## src/rtl/alu_bist_signature_compactor.sv

```systemverilog
// Compacts a fixed number of ALU result samples into a 32-bit MISR signature.
// It then compares the final signature against a golden value and reports one verdict per run.
module alu_bist_signature_compactor #(
  parameter int unsigned                  DATA_WIDTH     = 32,
  parameter logic [DATA_WIDTH-1:0]        POLY           = 32'h04C11DB7,
  parameter logic [DATA_WIDTH-1:0]        SEED           = 32'hFFFFFFFF,
  parameter int unsigned                  NUM_SAMPLES    = 16,
  parameter int unsigned                  TIMEOUT_CYCLES = 1024
) (
  input  logic                  clk_i,
  input  logic                  rst_i,
  input  logic                  start_i,
  input  logic                  abort_i,
  input  logic [DATA_WIDTH-1:0] golden_sig_i,
  input  logic                  sample_valid_i,
  input  logic [DATA_WIDTH-1:0] sample_data_i,
  output logic                  busy_o,
  output logic                  done_o,
  output logic                  pass_o,
  output logic                  fail_o,
  output logic                  timeout_o,
  output logic [DATA_WIDTH-1:0] signature_o,
  output logic [15:0]           sample_cnt_o
);

  typedef enum logic [1:0] {
    IDLE    = 2'd0,
    COLLECT = 2'd1,
    COMPARE = 2'd2
  } state_t;

  localparam logic [15:0] LAST_SAMPLE_IDX = 16'(NUM_SAMPLES - 1);
  localparam logic [15:0] LAST_IDLE_IDX   = 16'(TIMEOUT_CYCLES - 1);

  state_t                  state_reg, state_next;
  logic [DATA_WIDTH-1:0]   sig_reg;
  logic [DATA_WIDTH-1:0]   sig_next;
  logic [15:0]             sample_cnt_reg;
  logic [15:0]             idle_cnt_reg;
  logic                    pass_reg, fail_reg, timeout_reg, done_reg;
  logic                    sample_accept;
  logic                    last_sample;
  logic                    timeout_hit;

  // MISR step: shift left, fold in the polynomial on a carry-out, then mix in the sample.
  assign sig_next = {sig_reg[DATA_WIDTH-2:0], 1'b0}
                  ^ (sig_reg[DATA_WIDTH-1] ? POLY : '0)
                  ^ sample_data_i;

  assign sample_accept = (state_reg == COLLECT) && sample_valid_i;
  assign last_sample   = (sample_cnt_reg == LAST_SAMPLE_IDX);
  // >= rather than == so a saturated idle count can never skip past the limit.
  assign timeout_hit   = (state_reg == COLLECT) && !sample_valid_i
                       && (idle_cnt_reg >= LAST_IDLE_IDX);

  always_ff @(posedge clk_i) begin
    if (rst_i) begin
      state_reg <= IDLE;
    end else begin
      state_reg <= state_next;
    end
  end

  always_comb begin
    state_next = state_reg;
    if (abort_i) begin
      state_next = IDLE;
    end else begin
      case (state_reg)
        IDLE: begin
          if (start_i) state_next = COLLECT;
        end
        COLLECT: begin
          if (sample_accept && last_sample) state_next = COMPARE;
          else if (timeout_hit)             state_next = IDLE;
        end
        COMPARE: state_next = IDLE;
        default: state_next = IDLE;
      endcase
    end
  end

  always_comb begin
    busy_o = (state_reg == COLLECT) || (state_reg == COMPARE);
  end

  // Abort clears the verdict but keeps signature and count visible for debug.
  always_ff @(posedge clk_i) begin
    if (rst_i) begin
      sig_reg        <= '0;
      sample_cnt_reg <= '0;
      idle_cnt_reg   <= '0;
      pass_reg       <= 1'b0;
      fail_reg       <= 1'b0;
      timeout_reg    <= 1'b0;
      done_reg       <= 1'b0;
    end else begin
      done_reg <= 1'b0;
      if (abort_i) begin
        pass_reg    <= 1'b0;
        fail_reg    <= 1'b0;
        timeout_reg <= 1'b0;
      end else begin
        case (state_reg)
          IDLE: begin
            if (start_i) begin
              sig_reg        <= SEED;
              sample_cnt_reg <= '0;
              idle_cnt_reg   <= '0;
              pass_reg       <= 1'b0;
              fail_reg       <= 1'b0;
              timeout_reg    <= 1'b0;
            end
          end
          COLLECT: begin
            if (sample_valid_i) begin
              sig_reg        <= sig_next;
              sample_cnt_reg <= sample_cnt_reg + 16'd1;
              idle_cnt_reg   <= '0;
            end else begin
              if (idle_cnt_reg != 16'hFFFF) idle_cnt_reg <= idle_cnt_reg + 16'd1;
              if (timeout_hit) begin
                fail_reg    <= 1'b1;
                timeout_reg <= 1'b1;
                done_reg    <= 1'b1;
              end
            end
          end
          COMPARE: begin
            pass_reg <= (sig_reg == golden_sig_i);
            fail_reg <= (sig_reg != golden_sig_i);
            done_reg <= 1'b1;
          end
          default: ;
        endcase
      end
    end
  end

  assign done_o       = done_reg;
  assign pass_o       = pass_reg;
  assign fail_o       = fail_reg;
  assign timeout_o    = timeout_reg;
  assign signature_o  = sig_reg;
  assign sample_cnt_o = sample_cnt_reg;

endmodule

```

## config.mk

```make
export PLATFORM = sky130hd
export DESIGN_NAME = alu_bist_signature_compactor
export DESIGN_NICKNAME = d
export VERILOG_FILES = /design/src/rtl/alu_bist_signature_compactor.sv
export SDC_FILE = /design/constraint.sdc
export NUM_CORES = 1
export LEC_CHECK = 0
export ABC_AREA = 1
export ABC_CLOCK_PERIOD_IN_PS = 2300
export BUFFER_PORTS_ARGS = -buffer_cell sky130_fd_sc_hd__buf_4
export CAP_MARGIN = 20
export CORE_AREA = 5 5 95 97
export CTS_CLUSTER_SIZE = 14
export DETAILED_ROUTE_END_ITERATION = 7
export DIE_AREA = 0 0 100 102
export HOLD_SLACK_MARGIN = 0.15
export PLACE_DENSITY = 0.87
export SLEW_MARGIN = 20
export SYNTH_ARGS = -nofsm -noshare
export SYNTH_HDL_FRONTEND = slang
export SYNTH_SLANG_ARGS = --single-unit
```

## constraint.sdc

```tcl
create_clock -name clk_i -period 2.3 [get_ports clk_i]
set_clock_uncertainty 0.05 [all_clocks]
set_input_delay 0.115 -clock clk_i [delete_from_list [all_inputs] [get_ports clk_i]]
set_output_delay 0.115 -clock clk_i [all_outputs]
set_load 0.01 [all_outputs]
```

# --- Yosys cells after proc, flatten, opt, wreduce, memory -nomap -nowiden ---
# Cells that the tools add are included.
# W data, S select, Z words.
totals:
  ff_bits: 70
  word_cells: 66
classes:
  n_addsub: 2
  n_lt_le_gt_ge: 1
  n_eq_ne: 12
  mux: 23
  n_bitwise: 3
  n_reduce_logical: 17
ops:
  columns: ["cell", "n"]
  rows:
  - ["$mux W16", 4]
  - ["$mux W32", 2]
  - ["$pmux W16 S2", 2]
  - ["$pmux W32 S2", 1]
  - ["$add A16 B1 Y16 const B", 2]
  - ["$eq A32 B32 Y1", 1]
  - ["$ne A32 B32 Y1", 1]
  - ["$xor A32 B27 Y32", 1]
  - ["$xor A32 B32 Y32", 1]
  - ["$mux W27", 1]
  - ["$eq A16 B4 Y1 const B", 1]
  - ["$ge A16 B10 Y1 const B", 1]
  - ["$ne A16 B16 Y1 const B", 1]
  - ["$reduce_and A4 Y1", 4]
  - ["$ne A2 B2 Y1 const B", 4]
  - ["$mux W2", 3]
  - ["$pmux W1 S2", 3]
  - ["$mux W1", 5]
  - ["$logic_and A1 B1 Y1", 4]
  - ["$pmux W2 S2", 1]
  - ["$reduce_and A2 Y1", 2]
  - ["$reduce_bool A2 Y1", 2]
  - ["$ne A3 B2 Y1 const B", 1]
  - ["$ne A3 B3 Y1 const B", 1]
  - ["9 further kinds", 9]

# --- Logic depth before layout (Yosys ltp) ---
# Gate-level depths: netlist of the first run.
depth:
  word_depth: 6
  ltp_mapped: 13
  depth_no_buf: 12

# --- Least setup slack after synthesis of the first run ---
# OpenSTA, ideal clock, no wires.
synth_path:
  kind: "flip-flop to flip-flop"
  from: "reg state_reg[1]"
  to: "reg sample_cnt_reg[15] (netlist: sample_cnt_o[15])"
  setup_time_ns: 0.131
  arrival_time_ns: 1.654
  required_ns: 2.119
  path_slack_ns: 0.464
  path_stages_with_launch: 14
  path_buffers: 1
  period_less_slack_ns: 1.836
  cell_sequence: "dfxtp_1 inv_1 ha_1 buf_4 inv_4 nor2_4 inv_1 nand3_4 nor2_4 nand2_1 nor2_2 nand3_1 nor2_1 nor3b_2"
synth_via:
  elab_chain_cells: 3
synth_rtl:
  columns: ["element", "line_no", "text"]
  rows:
  - ["start, declared", "35", "state_t state_reg, state_next;"]
  - ["start signal, assigned", "60", "state_reg <= state_next;"]
  - ["$eq A2 B1 Y1 / $logic_not A2 Y1 (equally long branches)", "104", "case (state_reg)"]
  - ["$ne A2 B2 Y1 (no line) / $reduce_bool A2 Y1 (equally long branches)", null, null]
  - ["$reduce_and A4 Y1 (no line)", null, null]
  - ["end signal, assigned", "118", "sample_cnt_reg <= sample_cnt_reg + 16'd1;"]
  - ["end, declared", "38", "logic [15:0] sample_cnt_reg;"]
# Parallel ways exist; a longest one is shown, timed or not.
# A chain may end at the register's enable or synchronous reset.

# --- Final worst setup path of the first run ---
layout_path:
  from: "reg state_reg[0]"
  to: "reg sample_cnt_reg[15] (netlist: sample_cnt_o[15])"
# The elaborated chain is that of the path after synthesis.

==> flow_summary.yaml, run 1 <==
drt:
  drc: 0
  drt-initial-drc-count: 277
  postRouteAntennaNets: 0
  avgRoutedWirePerCell_um: 14.6
  dr.pass1.iters: 4
  wl_mm: 12.1
  vias: 4377
  viasPerCell: 5.25
timing:
  fin_crit_sh: 0.906
  max-slew-margin-rel: 0.607
  worst_pin_slew_ns: 0.589
  rsz0062_at_grt: "false"
  fin_ws_ns: 0.216
  finalSetupViolCount: 0
  slew_violations: 0
  fmax_mhz: 480
  setup_tns_ns: 0
  finalCriticalPeriod_ns: 2.08
  hold_viol: 0
power_and_ir_drop:
  peakVddDrop_v: 0.000335
  finalPower_mw: 2.82
  power_density_nw_per_um2: 509
  leakage_nw: 2.38
logic_synthesis:
  postSynthAreaPerCell_sq_um: 7.11
  ys_async_sr_fraction: 0
  syn_inst: 559
  ys_top_cells_by_area: "dfxtp_1 (35%), nand2_1 (11%), xnor2_1 (11%)"
  yosysUniqueCellTypes: 39
  synth_ff_type: "dfxtp_1"
  synth_top_area_frac: 0.353
  syn-cell-area_sq_um: 3970
  synth_warnings: 0
  synth_nets: 634
  yosys_register_bits: 70
  yosysTopAreaCell: "dfxtp_1"
  synth_edf_count: 0
  ys_seq_area_frac: 0.353
run:
  maxCapViolCount: 0
floorplanning:
  initial_core_util: 0.493
  fp.dieW_um: 100
  ios: 122
  design.die.area_sq_um: 10200
  die_h_um: 102
  rows: 33
  core_area_sq_um: 8050
cells_and_area:
  multiInputGateArea_sq_um: 2200
  area.growth.synth_to_final_pct: 39.5
  largest_reg_flops: 32
  fillers: 653
  layout.cells.non_filler: 833
  drive_above_1_share: 0.228
  antenna_cells: 0
  seqCellArea_sq_um: 1400
  fin_nets: 798
  post-route-util: 0.688
place:
  numPortBuffers: 121
  pre_cts_ws_ns: 0.199
  gp_routability_congestion: 0.894
  dpl.hpwl_mm: 8.55
  dp.cells: 778
clock_network:
  cts_buffer_depth: 2
  clk_pin_slew_worst_paths_ns: 0.08
  clockRootBuffer: "clkbuf_8"
  clk_latency_ns: 0.34
  h-tree-depth: 3
  post_cts_resize_count: 0
  tritoncts: "done"
  cts.sinks: 70
  cts_buffers: 9
hold_path:
  hold_class: "in -> reg"
critical_path:
  cpPeakStageDelay_ns: 0.33
  path_max_fanout: 10
  required_ns: 2.49
  cp_data_arrival_time_ns: 2.27
  end_kind: "flop"
  critPathKind: "reg -> reg"
  startpoint_type: "flop"
  crit_slowest_cell: "dfxtp_1"
  crit_top_cell: "nand2_1"
  path_cells: "inv_1 -> ha_1 -> nand2_1 -> o21ai_4 -> nand3_4 -> nor2_4 -> nand2_1 -> nor2_2 -> nand3_1 -> nor2_1 -> nor3b_2"
global_route:
  first_global_vias: 4262
  antenna_found_initial: 0
  grt_pass1_wl_mm: 19.5
  track_usage: 0.234
  grt-ovfl-total: 0
  grt_max_degree: 24
outcome:
  status: "complete, no violations"
==> cells in the mapped netlist, types with 2 or more instances <==
master    count
inv_4         2
nor4_1        2
o21ai_1       2
and2_1        2
nor3_1       13
or2_0         2
o21ai_0      46
buf_4         3
a21oi_1      31
a31oi_1       2
nor2_4        4
nand4_1       6
nand3_1      15
nor2_2        4
nand2_1     121
inv_1        75
dfxtp_1      70
a221oi_1     11
nor2_1       48
ha_1          6
clkbuf_1      5
a211oi_1     20
buf_2         5
o21a_1        2
xnor2_1      48
==> per-stage QoR <==
stage | hold WS (ns) | cell area (sq um)
after floorplan | 0.208 | 3970
after global placement | 0.300 | 4990
after detailed placement | 0.317 | 4990
after CTS | 0.255 | 5520
after global routing | 0.319 | 5540
final | 0.269 | 5540
==> final cells by class <==
cell class | instances | area share
Tap cell | 105 | 0.0237
Inverter | 79 | 0.0544
Clock buffer | 9 | 0.0223
Clock inverter | 7 | 0.00745
Timing Repair Buffer | 167 | 0.242
Multi-Input combinational cell | 396 | 0.397
Sequential cell | 70 | 0.253
==> cell usage in the layout (no fill, tap or decap), types with 4 or more instances in the layout <==
cell type	instances
nand3_1	15
dlygate4sd3_1	36
nor2_2	4
nor2_4	4
a211oi_1	20
xnor2_1	48
nor2_1	48
clkbuf_8	9
inv_1	75
nand4_1	6
nor3_1	13
buf_4	131
a21oi_1	31
clkinv_2	5
o21ai_0	46
dfxtp_1	70
ha_1	6
nand2_1	121
a221oi_1	11
==> worst max-delay path: cells and delay by family, from the launching register on <==
family | cells | cell delay, ns
simple gates | 8 | 1.09
flops | 1 | 0.33
fa+ha+maj | 1 | 0.29
compound gates | 1 | 0.13
buf+inv | 1 | 0.10
==> worst paths after layout <==
check | to | slack (ns) | cells after the start | from
hold / removal | pass_o | 0.27 | 8 | golden_sig_i[12]
setup reg to reg | sample_cnt_o[15] | 0.22 | 11 | state_reg[0]
hold reg to reg | fail_o | 0.42 | 2 | fail_o
setup / recovery | sample_cnt_o[15] | 0.22 | 11 | state_reg[0]
==> where the power goes <==
part | internal [mW] | switching, mW | total, mW | leakage, nW
Combinational | 0.327 | 0.301 | 0.627 | 1.72
Clock | 0.383 | 0.483 | 0.866 | 0.0885
Sequential | 1.26 | 0.0683 | 1.33 | 0.571
Total | 1.97 | 0.852 | 2.82 | 2.38
==> metal layers <==
metal  vias up  part of all wire  track usage
li1       2151                 -            -
met2       174              0.51        0.430
met4         0             0.024       0.0891
met1      2028              0.40        0.277
met5         -                 0            0
met3        24             0.061       0.0341
==> kinds of logic (layout without fill, tap and decap cells) <==
group | Yosys count | count (layout) | share of synthesized area
simple gates | 224 | 224 | 0.249
compound gates | 117 | 117 | 0.177
buf+inv | 93 | 262 | 0.0935
flops | 70 | 70 | 0.353
xor+xnor | 49 | 49 | 0.108
fa+ha+maj | 6 | 6 | 0.0189
==> repair_timing <==
action | in CTS | in global routing
endpoints found under the setup margin | 0 | 1
hold buffers | 36 | 0
hold endpoints to repair | 40 | 0
setup buffers | 0 | 3
Power figures use the tool's default switching activity.
==> run 2: changes to the inputs <==
--- a/config.mk
+++ b/config.mk
@@ -9,12 +9,12 @@
 export ABC_CLOCK_PERIOD_IN_PS = 2300
 export BUFFER_PORTS_ARGS = -buffer_cell sky130_fd_sc_hd__buf_4
 export CAP_MARGIN = 20
-export CORE_AREA = 5 5 95 97
+export CORE_AREA = 5 5 109 111
 export CTS_CLUSTER_SIZE = 14
 export DETAILED_ROUTE_END_ITERATION = 7
-export DIE_AREA = 0 0 100 102
+export DIE_AREA = 0 0 114 116
 export HOLD_SLACK_MARGIN = 0.15
-export PLACE_DENSITY = 0.87
+export PLACE_DENSITY = 0.7
 export SLEW_MARGIN = 20
 export SYNTH_ARGS = -nofsm -noshare
 export SYNTH_HDL_FRONTEND = slang
==> run 2 against run 1 <==
Die area increased by 30%; first-iteration DRC count is 31% lower; hold slack gained 0.0028 ns; clock power up 41%; register-to-register slack gained 0.03 ns; maximum frequency rose by 1.3%; setup slack gained 0.027 ns; final cell count is 3.8% higher; sequential share of layout area down 0.46 points; non-clock buffer count shrank 3; wire length shrank 4.2%; design area up 1.9%; critical endpoint unchanged; largest cell class unchanged.
==> flow_summary.yaml, run 2 (synthesized netlist as in run 1, its figures left out) <==
critical_path:
  reg2reg_slack_ns: 0.24
  end_kind: "flop"
  cpPeakStageDelay_ns: 0.33
  cp-startpoint: "state_reg[0]"
  cp_data_arrival_time_ns: 2.24
  crit_top_cell: "nand2_1"
  required_ns: 2.49
  critPathKind: "reg -> reg"
  path_cells: "inv_1 -> ha_1 -> nand2_1 -> o21ai_4 -> nand3_4 -> nor2_4 -> nand2_1 -> nor2_2 -> nand3_1 -> nor2_1 -> nor3b_2"
  r2r-start: "state_reg[0]"
  regToRegEndpoint: "sample_cnt_o[15]"
  reg2reg_depth: 11
  path_max_fanout: 15
  startpoint_type: "flop"
  crit_slowest_cell: "dfxtp_1"
cells_and_area:
  largest_reg_flops: 32
  post-route-util: 0.528
  antenna_cells: 0
  mostFrequentLayoutCell: "buf_4"
  layout_common_cells: "buf_4 (128), nand2_1 (121), inv_1 (75), dfxtp_1 (70)"
  layout.cells.non_filler: 865
  drive_above_1_share: 0.225
  fillers: 1008
  area.growth.synth_to_final_pct: 42.1
  fin_nets: 795
  stdcell_area_sq_um: 5650
place:
  pre_cts_ws_ns: 0.251
  gp_routability_congestion: 0.830
  place_area_sq_um: 5040
  dpl.hpwl_mm: 8.66
  dp.cells: 813
  numPortBuffers: 121
global_route:
  grt_max_degree: 24
  antenna_found_initial: 0
  track_usage: 0.178
  grt-ovfl-total: 0
  grt_pass1_wl_mm: 19.1
  first_global_vias: 4031
hold_path:
  hold_class: "in -> reg"
  min-delay-start: "golden_sig_i[25]"
  min_path_cells: 8
  whs_endpoint: "pass_o"
floorplanning:
  fp.dieW_um: 114
  initial_core_util: 0.371
  core_area_sq_um: 10700
  ios: 122
  design.die.area_sq_um: 13200
  die_h_um: 116
  rows: 38
timing:
  finalSetupViolCount: 0
  setup_tns_ns: 0
  fmax_mhz: 486
  holdWs_ns: 0.271
  worst_pin_slew_ns: 0.571
  slew_violations: 0
  rsz0062_at_grt: "false"
  fin_crit_sh: 0.894
  finalCriticalPeriod_ns: 2.06
  max-slew-margin-rel: 0.619
  hold_viol: 0
  fin_ws_ns: 0.243
clock_network:
  clk_pin_slew_worst_paths_ns: 0.08
  clk_latency_ns: 0.34
  clockRootBuffer: "clkbuf_8"
  cts_buffers: 9
  post_cts_resize_count: 0
  postCtsSetupRepairBufs: 0
  cts.sinks: 70
  postCtsHoldBufs: 36
  h-tree-depth: 3
  tritoncts: "done"
  cts_buffer_depth: 2
power_and_ir_drop:
  power_density_nw_per_um2: 560
  finalPower_mw: 3.16
  peakVddDrop_v: 0.000452
  leakage_nw: 2.40
drt:
  drc: 0
  postRouteAntennaNets: 0
  avgRoutedWirePerCell_um: 13.4
  vias: 4168
  drt-initial-drc-count: 192
  viasPerCell: 4.82
  wl_mm: 11.6
  dr.pass1.iters: 5
run:
  maxCapViolCount: 0
outcome:
  status: "complete, no violations"
==> run 2: how the worst max path moves through the flow <==
stage | end | slack, ns | depth (start not counted)
after floorplan | sample_cnt_o[15] | 0.46 | 13
after global placement | sample_cnt_o[15] | 0.34 | 11
after detailed placement | sample_cnt_o[15] | 0.25 | 10
after CTS | sample_cnt_o[15] | 0.22 | 10
after global routing | sample_cnt_o[15] | 0.06 | 11
final | sample_cnt_o[15] | 0.24 | 11
==> run 2: area by class of cell <==
type | instances | area [sq um] | area share
flip-flops and latches | 70 | 1400 | 0.248
clock buffers | 10 | 138 | 0.0244
well taps | 140 | 175 | 0.0310
multi-input cells | 396 | 2200 | 0.390
clock inverters | 6 | 109 | 0.0193
repair buffers | 164 | 1320 | 0.234
inverters | 79 | 302 | 0.0534
==> run 2: worst max-delay path, delay by kind of cell, from the launching register on <==
family,cells,cell delay [ns]
adders and majority gates,1,0.28
AOI/OAI and AO/OA,1,0.11
and+or+nand+nor,8,1.07
buffers and inverters,1,0.11
DFF,1,0.33
==> run 2: metal layers <==
layer	part of all wire	track usage	vias up
met1	0.44	0.226	1891
met3	0.056	0.0397	15
met4	0.014	0.0412	0
met2	0.49	0.309	121
li1	-	-	2141
met5	0	0	-
==> run 2: power breakdown <==
part           internal [mW]  switching [mW]
sequential              1.26          0.0679
combinational          0.322           0.292
clock                  0.748           0.471
==> run 3: changes to the inputs <==
--- a/config.mk
+++ b/config.mk
@@ -9,12 +9,14 @@
 export ABC_CLOCK_PERIOD_IN_PS = 2300
 export BUFFER_PORTS_ARGS = -buffer_cell sky130_fd_sc_hd__buf_4
 export CAP_MARGIN = 20
-export CORE_AREA = 5 5 109 111
+export CELL_PAD_IN_SITES_DETAIL_PLACEMENT = 2
+export CELL_PAD_IN_SITES_GLOBAL_PLACEMENT = 2
+export CORE_AREA = 5 5 126 128
 export CTS_CLUSTER_SIZE = 14
 export DETAILED_ROUTE_END_ITERATION = 7
-export DIE_AREA = 0 0 114 116
+export DIE_AREA = 0 0 131 133
 export HOLD_SLACK_MARGIN = 0.15
-export PLACE_DENSITY = 0.7
+export PLACE_DENSITY = 0.88
 export SLEW_MARGIN = 20
 export SYNTH_ARGS = -nofsm -noshare
 export SYNTH_HDL_FRONTEND = slang
==> run 3 against run 2 <==
Clock power increased by 33%; register-to-register slack got worse by 0.13 ns; maximum frequency decreased by 5.8%; combinational power increased by 13%; first-iteration DRC count decreased by 33%; final cell count increased by 5.7%.
==> flow_summary.yaml, run 3 (synthesized netlist as in run 1, its figures left out) <==
outcome:
  status: "complete, no violations"
global_route:
  antenna_found_initial: 0
  grt-ovfl-total: 0
  grt_util_met1: 0.238
  track_usage: 0.224
  grt_pass1_wl_mm: 29.9
  top_usage_layer: "met2"
  first_global_vias: 5380
  use_met2: 0.407
  grt_use_met3: 0.0408
  grt_max_degree: 23
drt:
  wl_mm: 19.4
  drt-initial-drc-count: 129
  dr.pass1.iters: 4
  postRouteAntennaNets: 0
  viasPerCell: 5.06
  avgRoutedWirePerCell_um: 21.2
  vias: 4622
  drc: 0
floorplanning:
  rows: 45
  fp.dieW_um: 131
  core_area_sq_um: 14800
  initial_core_util: 0.269
  design.die.area_sq_um: 17400
  ios: 122
  die_h_um: 133
timing:
  finalCriticalPeriod_ns: 2.18
  finalSetupViolCount: 0
  hold_viol: 0
  fin_ws_ns: 0.117
  slew_violations: 0
  worst_pin_slew_ns: 0.425
  fin_crit_sh: 0.949
  fmax_mhz: 458
  max-slew-margin-rel: 0.716
critical_path:
  regToRegEndpoint: "sample_cnt_o[7]"
  cp-startpoint: "state_reg[1]"
  cp_data_arrival_time_ns: 2.38
  end_kind: "flop"
  r2r-start: "state_reg[1]"
  critPathKind: "reg -> reg"
  reg2reg_depth: 10
  required_ns: 2.50
  reg2reg_slack_ns: 0.12
  path_max_fanout: 4
  startpoint_type: "flop"
clock_network:
  clockRootBuffer: "clkbuf_16"
  tritoncts: "done"
  cts_buffers: 9
  clk_latency_ns: 0.35
  cts.sinks: 70
  h-tree-depth: 3
  cts_buffer_depth: 2
  clk_pin_slew_worst_paths_ns: 0.07
place:
  dpl.hpwl_mm: 12.6
  pre_cts_ws_ns: 0.0694
  place_area_sq_um: 5110
  dp.cells: 862
  gp_routability_congestion: 0.792
  numPortBuffers: 121
run:
  maxCapViolCount: 0
hold_path:
  hold_class: "in -> reg"
  min_path_cells: 3
  whs_endpoint: "signature_o[26]"
  min-delay-start: "sample_data_i[26]"
power_and_ir_drop:
  power_density_nw_per_um2: 625
  finalPower_mw: 3.66
  peakVddDrop_v: 0.000309
  leakage_nw: 2.46
cells_and_area:
  antenna_cells: 0
  stdcell_area_sq_um: 5850
  area.growth.synth_to_final_pct: 47.2
  fillers: 1725
  layout_common_cells: "buf_4 (129), nand2_1 (120), inv_1 (74), dfxtp_1 (70)"
  mostFrequentLayoutCell: "buf_4"
  post-route-util: 0.397
  drive_above_1_share: 0.236
  fin_nets: 796
  layout.cells.non_filler: 914
  largest_reg_flops: 32
[run 3: cell count changes in the layout (fill, tap and decap cells not counted), moves of 2 or more]
cell	delta
clkbuf_8	-8
clkbuf_16	+9
dlygate4sd3_1	-2
ha_1	-2
[run 3: power breakdown]
group	total [mW]	leakage [nW]	internal [mW]	switching, mW
clock	1.62	0.162	1.01	0.613
combinational	0.692	1.73	0.332	0.359
sequential	1.34	0.571	1.26	0.0798
total	3.66	2.46	2.61	1.05
[run 3: worst max path at each step]
stage / end / slack [ns] / depth (start not counted)
finish: sample_cnt_o[7] / 0.12 / 10
global route: sample_cnt_o[7] / -0.02 / 10
CTS: sample_cnt_o[7] / 0.01 / 10
detailed placement: sample_cnt_o[12] / 0.07 / 11
global placement: state_reg[0] / 0.20 / 9
floorplan: sample_cnt_o[15] / 0.46 / 13
[run 3: final cells by class]
cell class | count | area (sq um) | area share
Clock buffer | 11 | 253 | 0.0432
Clock inverter | 5 | 81.3 | 0.0139
Inverter | 79 | 302 | 0.0516
Multi-Input combinational cell | 396 | 2240 | 0.382
Sequential cell | 70 | 1400 | 0.240
Tap cell | 188 | 235 | 0.0402
Timing Repair Buffer | 165 | 1340 | 0.229
[run 3: layer usage]
layer / share of wire / vias to the layer above / routed length, um
met5: 0 / - / 0
met4: 0.044 / 0 / 852
met3: 0.037 / 47 / 722
met2: 0.54 / 140 / 10500
met1: 0.38 / 2294 / 7260
li1: - / 2141 / -
[run 3: timing repair]
item | CTS | global route
hold buffers | 34 | 0
setup buffers | 0 | 2
resized for setup | 0 | 9
endpoints found under the hold margin | 39 | 0
endpoints found under the setup margin | 0 | 50
[run 3: through the flow]
| step | hold WS, ns | TNS, ns |
|---|---|---|
| finish | 0.174 | 0 |
| global route | 0.193 | -0.0169 |
| CTS | 0.157 | 0 |
| detailed placement | 0.322 | 0 |
| global placement | 0.302 | 0 |
| floorplan | 0.208 | 0 |
[run 3: worst max-delay path, stage by stage (launching register included)]
cell and delay [ns]:
dfxtp_1 0.36, inv_2 0.12, ha_2 0.23, inv_4 0.06, o21ai_4 0.23, nand3_4 0.16, nor2_1 0.22, inv_1 0.11
nor2_1 0.22, o21ai_0 0.15, a21oi_1 0.21
